File: src/rtl/pcie_rx_detect_ctrl.sv
// Receiver-detect sequencer: QUIET, then pulse TxDetectRx and collect per-lane PhyStatus/RxStatus, retrying or re-running for width.
// Result registered on the EVAL->DONE transition; no backpressure, en_i low aborts to IDLE on the next clock.
module pcie_rx_detect_ctrl #(
  parameter int MAX_NUM_LANES  = 4,
  parameter int QUIET_CYCLES   = 1200,
  parameter int TIMEOUT_CYCLES = 256,
  parameter int MAX_RETRIES    = 2
) (
  input  logic                       clk_i,
  input  logic                       rst_ni,
  input  logic                       en_i,
  input  logic [MAX_NUM_LANES-1:0]   phy_phystatus_i,
  input  logic [3*MAX_NUM_LANES-1:0] phy_rxstatus_i,
  output logic                       phy_txdetectrx_o,
  output logic [MAX_NUM_LANES-1:0]   lane_detected_o,
  output logic [5:0]                 num_active_lanes_o,
  output logic                       busy_o,
  output logic                       detect_done_o,
  output logic                       detect_fail_o
);

  localparam int N  = MAX_NUM_LANES;
  localparam int QW = (QUIET_CYCLES < 2) ? 1 : $clog2(QUIET_CYCLES);
  localparam int TW = (TIMEOUT_CYCLES < 2) ? 1 : $clog2(TIMEOUT_CYCLES);
  localparam int RW = (MAX_RETRIES < 1) ? 1 : $clog2(MAX_RETRIES + 1);
  localparam logic [QW-1:0] QLAST = QW'(QUIET_CYCLES - 1);
  localparam logic [TW-1:0] TLAST = TW'(TIMEOUT_CYCLES - 1);
  localparam logic [RW-1:0] RMAX  = RW'(MAX_RETRIES);

  typedef enum logic [2:0] {IDLE, QUIET, DETECT, EVAL, DONE, FAIL} state_t;

  state_t        state_q, state_d;
  logic          en_q;
  logic [QW-1:0] quiet_cnt_q, quiet_cnt_d;
  logic [TW-1:0] det_cnt_q, det_cnt_d;
  logic [RW-1:0] retry_q, retry_d;
  logic [N-1:0]  responded_q, responded_d;
  logic [N-1:0]  pass_q, pass_d;
  logic [N-1:0]  first_mask_q, first_mask_d;
  logic          first_vld_q, first_vld_d;
  logic [N-1:0]  lane_det_q, lane_det_d;
  logic [5:0]    num_act_q, num_act_d;

  logic [N-1:0]  rx_ok, hit, resp_cap, pass_cap, combined;

  // Largest power-of-two width whose low lanes are all present.
  function automatic logic [5:0] width_of(input logic [N-1:0] m);
    logic [5:0] w;
    logic       ok;
    int         lw;
    w = '0;
    for (int k = 0; k < 5; k++) begin
      lw = 1 << k;
      ok = (lw <= N);
      for (int j = 0; j < N; j++) begin
        if (j < lw && !m[j]) ok = 1'b0;
      end
      if (ok) w = 6'(lw);
    end
    return w;
  endfunction

  always_comb begin
    rx_ok = '0;
    for (int i = 0; i < N; i++) begin
      rx_ok[i] = (phy_rxstatus_i[3*i +: 3] == 3'b011);
    end
  end

  assign hit      = phy_phystatus_i & ~responded_q;
  assign resp_cap = responded_q | hit;
  assign pass_cap = pass_q | (hit & rx_ok);
  assign combined = pass_q & first_mask_q;

  always_comb begin
    state_d      = state_q;
    quiet_cnt_d  = quiet_cnt_q;
    det_cnt_d    = det_cnt_q;
    retry_d      = retry_q;
    responded_d  = responded_q;
    pass_d       = pass_q;
    first_mask_d = first_mask_q;
    first_vld_d  = first_vld_q;
    lane_det_d   = lane_det_q;
    num_act_d    = num_act_q;

    if (!en_i) begin
      state_d      = IDLE;
      quiet_cnt_d  = '0;
      det_cnt_d    = '0;
      retry_d      = '0;
      responded_d  = '0;
      pass_d       = '0;
      first_mask_d = '0;
      first_vld_d  = 1'b0;
      lane_det_d   = '0;
      num_act_d    = '0;
    end else begin
      case (state_q)
        IDLE: begin
          if (!en_q) begin
            state_d      = QUIET;
            quiet_cnt_d  = '0;
            retry_d      = '0;
            responded_d  = '0;
            pass_d       = '0;
            first_mask_d = '0;
            first_vld_d  = 1'b0;
            lane_det_d   = '0;
            num_act_d    = '0;
          end
        end
        QUIET: begin
          if (quiet_cnt_q == QLAST) begin
            state_d     = DETECT;
            det_cnt_d   = '0;
            responded_d = '0;
            pass_d      = '0;
          end else begin
            quiet_cnt_d = quiet_cnt_q + QW'(1);
          end
        end
        DETECT: begin
          // Pulses on the final timeout cycle still land in the masks.
          responded_d = resp_cap;
          pass_d      = pass_cap;
          if ((&resp_cap) || (det_cnt_q == TLAST)) begin
            state_d = EVAL;
          end else begin
            det_cnt_d = det_cnt_q + TW'(1);
          end
        end
        EVAL: begin
          quiet_cnt_d = '0;
          if (first_vld_q) begin
            if (combined[0]) begin
              lane_det_d = combined;
              num_act_d  = width_of(combined);
              state_d    = DONE;
            end else begin
              state_d = FAIL;
            end
          end else if (!pass_q[0]) begin
            if (retry_q < RMAX) begin
              retry_d = retry_q + RW'(1);
              state_d = QUIET;
            end else begin
              state_d = FAIL;
            end
          end else if (&pass_q) begin
            lane_det_d = pass_q;
            num_act_d  = width_of(pass_q);
            state_d    = DONE;
          end else begin
            // First partial result: remember it and rerun once to confirm.
            first_mask_d = pass_q;
            first_vld_d  = 1'b1;
            state_d      = QUIET;
          end
        end
        DONE, FAIL: state_d = state_q;
        default:    state_d = IDLE;
      endcase
    end
  end

  // en_q resets high so a reset release with en_i already high is not an edge.
  always_ff @(posedge clk_i or negedge rst_ni) begin
    if (!rst_ni) begin
      state_q      <= IDLE;
      en_q         <= 1'b1;
      quiet_cnt_q  <= '0;
      det_cnt_q    <= '0;
      retry_q      <= '0;
      responded_q  <= '0;
      pass_q       <= '0;
      first_mask_q <= '0;
      first_vld_q  <= 1'b0;
      lane_det_q   <= '0;
      num_act_q    <= '0;
    end else begin
      state_q      <= state_d;
      en_q         <= en_i;
      quiet_cnt_q  <= quiet_cnt_d;
      det_cnt_q    <= det_cnt_d;
      retry_q      <= retry_d;
      responded_q  <= responded_d;
      pass_q       <= pass_d;
      first_mask_q <= first_mask_d;
      first_vld_q  <= first_vld_d;
      lane_det_q   <= lane_det_d;
      num_act_q    <= num_act_d;
    end
  end

  assign phy_txdetectrx_o   = (state_q == DETECT);
  assign busy_o             = (state_q == QUIET) || (state_q == DETECT) || (state_q == EVAL);
  assign detect_done_o      = (state_q == DONE);
  assign detect_fail_o      = (state_q == FAIL);
  assign lane_detected_o    = lane_det_q;
  assign num_active_lanes_o = num_act_q;

endmodule

File: config.mk
export PLATFORM = sky130hd
export DESIGN_NAME = pcie_rx_detect_ctrl
export DESIGN_NICKNAME = d
export VERILOG_FILES = /design/src/rtl/pcie_rx_detect_ctrl.sv
export SDC_FILE = /design/constraint.sdc
export NUM_CORES = 1
export LEC_CHECK = 0
export ABC_AREA = 1
export BUFFER_PORTS_ARGS = -buffer_cell sky130_fd_sc_hd__buf_4
export CORE_AREA = 5 5 78 80
export DETAILED_ROUTE_END_ITERATION = 8
export DIE_AREA = 0 0 83 85
export PLACE_DENSITY = 0.75
export SYNTH_ARGS = -nofsm -noshare
export SYNTH_HDL_FRONTEND = slang
export SYNTH_SLANG_ARGS = --single-unit
File: constraint.sdc
create_clock -name clk_i -period 1.4 [get_ports clk_i]
set_input_delay 0.28 -clock clk_i [delete_from_list [all_inputs] [get_ports clk_i]]
set_output_delay 0.28 -clock clk_i [all_outputs]
set_load 0.05 [all_outputs]
==> metrics.md <==
| Metric | Value |
|---|---|
| Crit path time final | 1.54 ns |
| Peak VDD IR | 0.783 mV |
| Most used DFF post-synth | dfrtp_1 |
| First-pass GRT wire length | 12.4 mm |
| Reg2Reg Setup Slack | -0.14 ns |
| Fin. Hold Viols | 0 |
| # fillers | 366 |
| Ranking of synthesized cells by area | dfrtp_1 40%, nand2_1 15%, nand3_1 6.6% |
| Diode count | 0 |
| Top cells by count, synth | 106 x nand2_1, 44 x dfrtp_1, 38 x inv_1 |
| Root Buffer | clkbuf_8 |
| Register bit total from synthesis | 45 |
| Yosys warns | 0 |
| Synth-to-Final Area Change | 47.1% |
| Num ports | 33 |
| Die Span X | 83 um |
| Sequential share of the synthesized area | 41.2% |
| Critical-path maximum fanout | 7 |
| Async SR Flop Fraction | 100% |
| Critical Path AT | 1.73 ns |
| Final wirelength | 8.06 mm |
| Via density per instance | 5.38 |
| Status | finished, violations left |
| Core Area | 0.00534 sq mm |
| Leakage | 0.00192 uW |
| Vias in the first global route | 2711 |
| Nets | 486 |
| Worst skew pair latency | 0.30 ns |
| Share of the synthesized area in the top cell type | 40.3% |
| Number of synthesized flops with an enable pin | 0 |
| Slowest-stage cell, CP | dfrtp_2 |
| Final setup vio count | 47 |
| Failing checks | negative setup slack |
| CTS tree | done |
| CP bufs+invs | 2 |
| Port buffer count | 29 |
| Setup TNS | -5.13 ns |
| Hold WC Path Type | primary input to register |
| Placed cells | 510 |
| Post-route worst setup slack | -0.137 ns |
| Max_cap viols | 0 |
| CTS Sinks | 45 |
| Syn Area/Cell | 7.35 sq um |
| Site Rows | 27 |
| Total grt overflow | 0 |
| Most frequent cell after synthesis | nand2_1 |
| DIE AREA | 0.00706 sq mm |
| Final Power | 5180 uW |
| Unrepaired setup endpoints after global routing | yes |
| Family with the most delay on the worst path | simple AND/OR/NAND/NOR gates |
| Mapped Cells | 372 |
| Multi-input gate area | 0.00172 sq mm |
| Mean routed wirelength per cell | 15.0 um |
| Starting Density | 51.2% |
| Final ANT Viol Nets | 0 |
| Type of the worst setup path | register to register |
| Register area | 0.00113 sq mm |
| Critical path capture point type | register |
| Remaining DRCs | 0 |
| Dpl ws | -0.111 ns |
| Hold WS | 0.273 ns |
| CTS Buffer Depth | 2 |
| Synth cell types | 34 |
| PD cells | 1290 mW/mm^2 |
| Via count | 2895 |
| Period utilisation layout | 110% |
| Initial antenna violation count | 0 |
| Share of cells above drive strength 1 | 40.6% |
| Max H-tree Level | 2 |
| Pin count of the biggest net entering global routing | 25 |
| Clock Pin Slew Worst Setup and Hold Paths | 0.09 ns |
| Detailed Routing Iterations Pass 1 | 5 |
| Layout Skew | 0.0107 ns |
| GR Util All Layers | 21.3% |
| HPWL Detailed | 4.88 mm |
| GPL Wtd Cong | 0.903 |
| Initial DRC count | 295 |
| Final Slew Violations | 0 |
| Total CTS buffers | 5 |
| Non-filler cells, final | 538 |
| Largest area contributor in the netlist | dfrtp_1 |
| CP required | 1.59 ns |
| Cell Area, Synth | 0.00273 sq mm |
| Worst path cell trace | nor2_4 -> buf_6 -> nand2_8 -> nand3_4 -> nand2_8 -> nor2_4 -> inv_4 -> nand2_1 -> o21ai_1 |
| Delay of the slowest critical-path stage | 0.46 ns |
| Die Y | 85 um |
| Fmax achieved | 650 MHz |
| Critical Path Start Type | register |
[repair_timing]
action                                  4_1_cts  5_1_grt
hold buffers                                  1        0
gates cloned                                  2        0
pin swaps                                     9       17
hold endpoints to repair                     23        0
buffers inserted                              9        9
endpoints found under the setup margin       45       48
resized for setup                            61       46
[final timing paths]
| path | start | endpoint | cells after the start |
|---|---|---|---|
| min in group asynchronous | rst_ni | state_q[2] | 2 |
| max in group asynchronous | rst_ni | en_q | 3 |
| setup / recovery | state_q[1] | lane_detected_o[1] | 9 |
| setup reg to reg | state_q[1] | lane_detected_o[1] | 9 |
| hold / removal | phy_rxstatus_i[5] | pass_q[1] | 4 |
| hold reg to reg | lane_detected_o[0] | lane_detected_o[0] | 2 |
[metrics by stage]
step,utilization (%),area (sq um)
after floorplan,-,2800
after global placement,63.3,3380
after detailed placement,63.3,3380
after CTS,71.1,3800
after global routing,75.4,4020
final,75.4,4020
[worst min-delay path: cells and delay by family]
kind,cells,cell delay (ns)
AOI/OAI and AO/OA,2,0.11
buffers and inverters,1,0.08
and+or+nand+nor,1,0.06
[routing by layer]
layer | global-route usage, % | wire length [um] | up-vias
met5 | 0 | 0 | -
met4 | 6.09 | 309 | 0
met3 | 4.08 | 412 | 38
met2 | 37.6 | 4070 | 100
met1 | 26.6 | 3270 | 1364
li1 | - | - | 1393
[cell families after synthesis]
logic type      synth area share (%)
other cells                    0.137
flops                           41.2
simple gates                    38.1
fa+ha+maj                      0.915
buf+inv                         8.79
xor+xnor                       0.320
compound gates                  10.5
[registers in the layout, summed over array words and instances (netlist names)]
register and cells:
pass_q 4, det_cnt_q 8, num_active_lanes_o 3, retry_q 2
first_mask_q 4, responded_q 4, state_q 3, lane_detected_o 4
en_q 1, quiet_cnt_q 11, first_vld_q 1
[area by class of cell]
| cell class | count | area share [%] |
|---|---|---|
| multi-input cells | 277 | 42.7 |
| flip-flops and latches | 45 | 28.1 |
| repair buffers | 92 | 20.1 |
| inverters | 44 | 4.51 |
| well taps | 72 | 2.24 |
| clock buffers | 7 | 2.15 |
| clock inverters | 1 | 0.187 |
[power breakdown]
| group | switching, uW | internal, uW | total (uW) |
|---|---|---|---|
| clock | 437 | 401 | 838 |
| combinational | 1620 | 1190 | 2810 |
| sequential | 124 | 1410 | 1540 |
[placed cells by master (no fill, tap or decap), types with 11 or more instances in the layout]
| cell type | instances |
|---|---|
| nor2_1 | 28 |
| nand4_1 | 11 |
| o21ai_1 | 13 |
| o21ai_2 | 14 |
| dfrtp_1 | 41 |
| inv_1 | 32 |
| nand2_1 | 90 |
| buf_4 | 68 |
| nand3_1 | 27 |
| buf_6 | 19 |
| nand2_2 | 12 |
No activity file was read; power rests on OpenSTA's default activity.
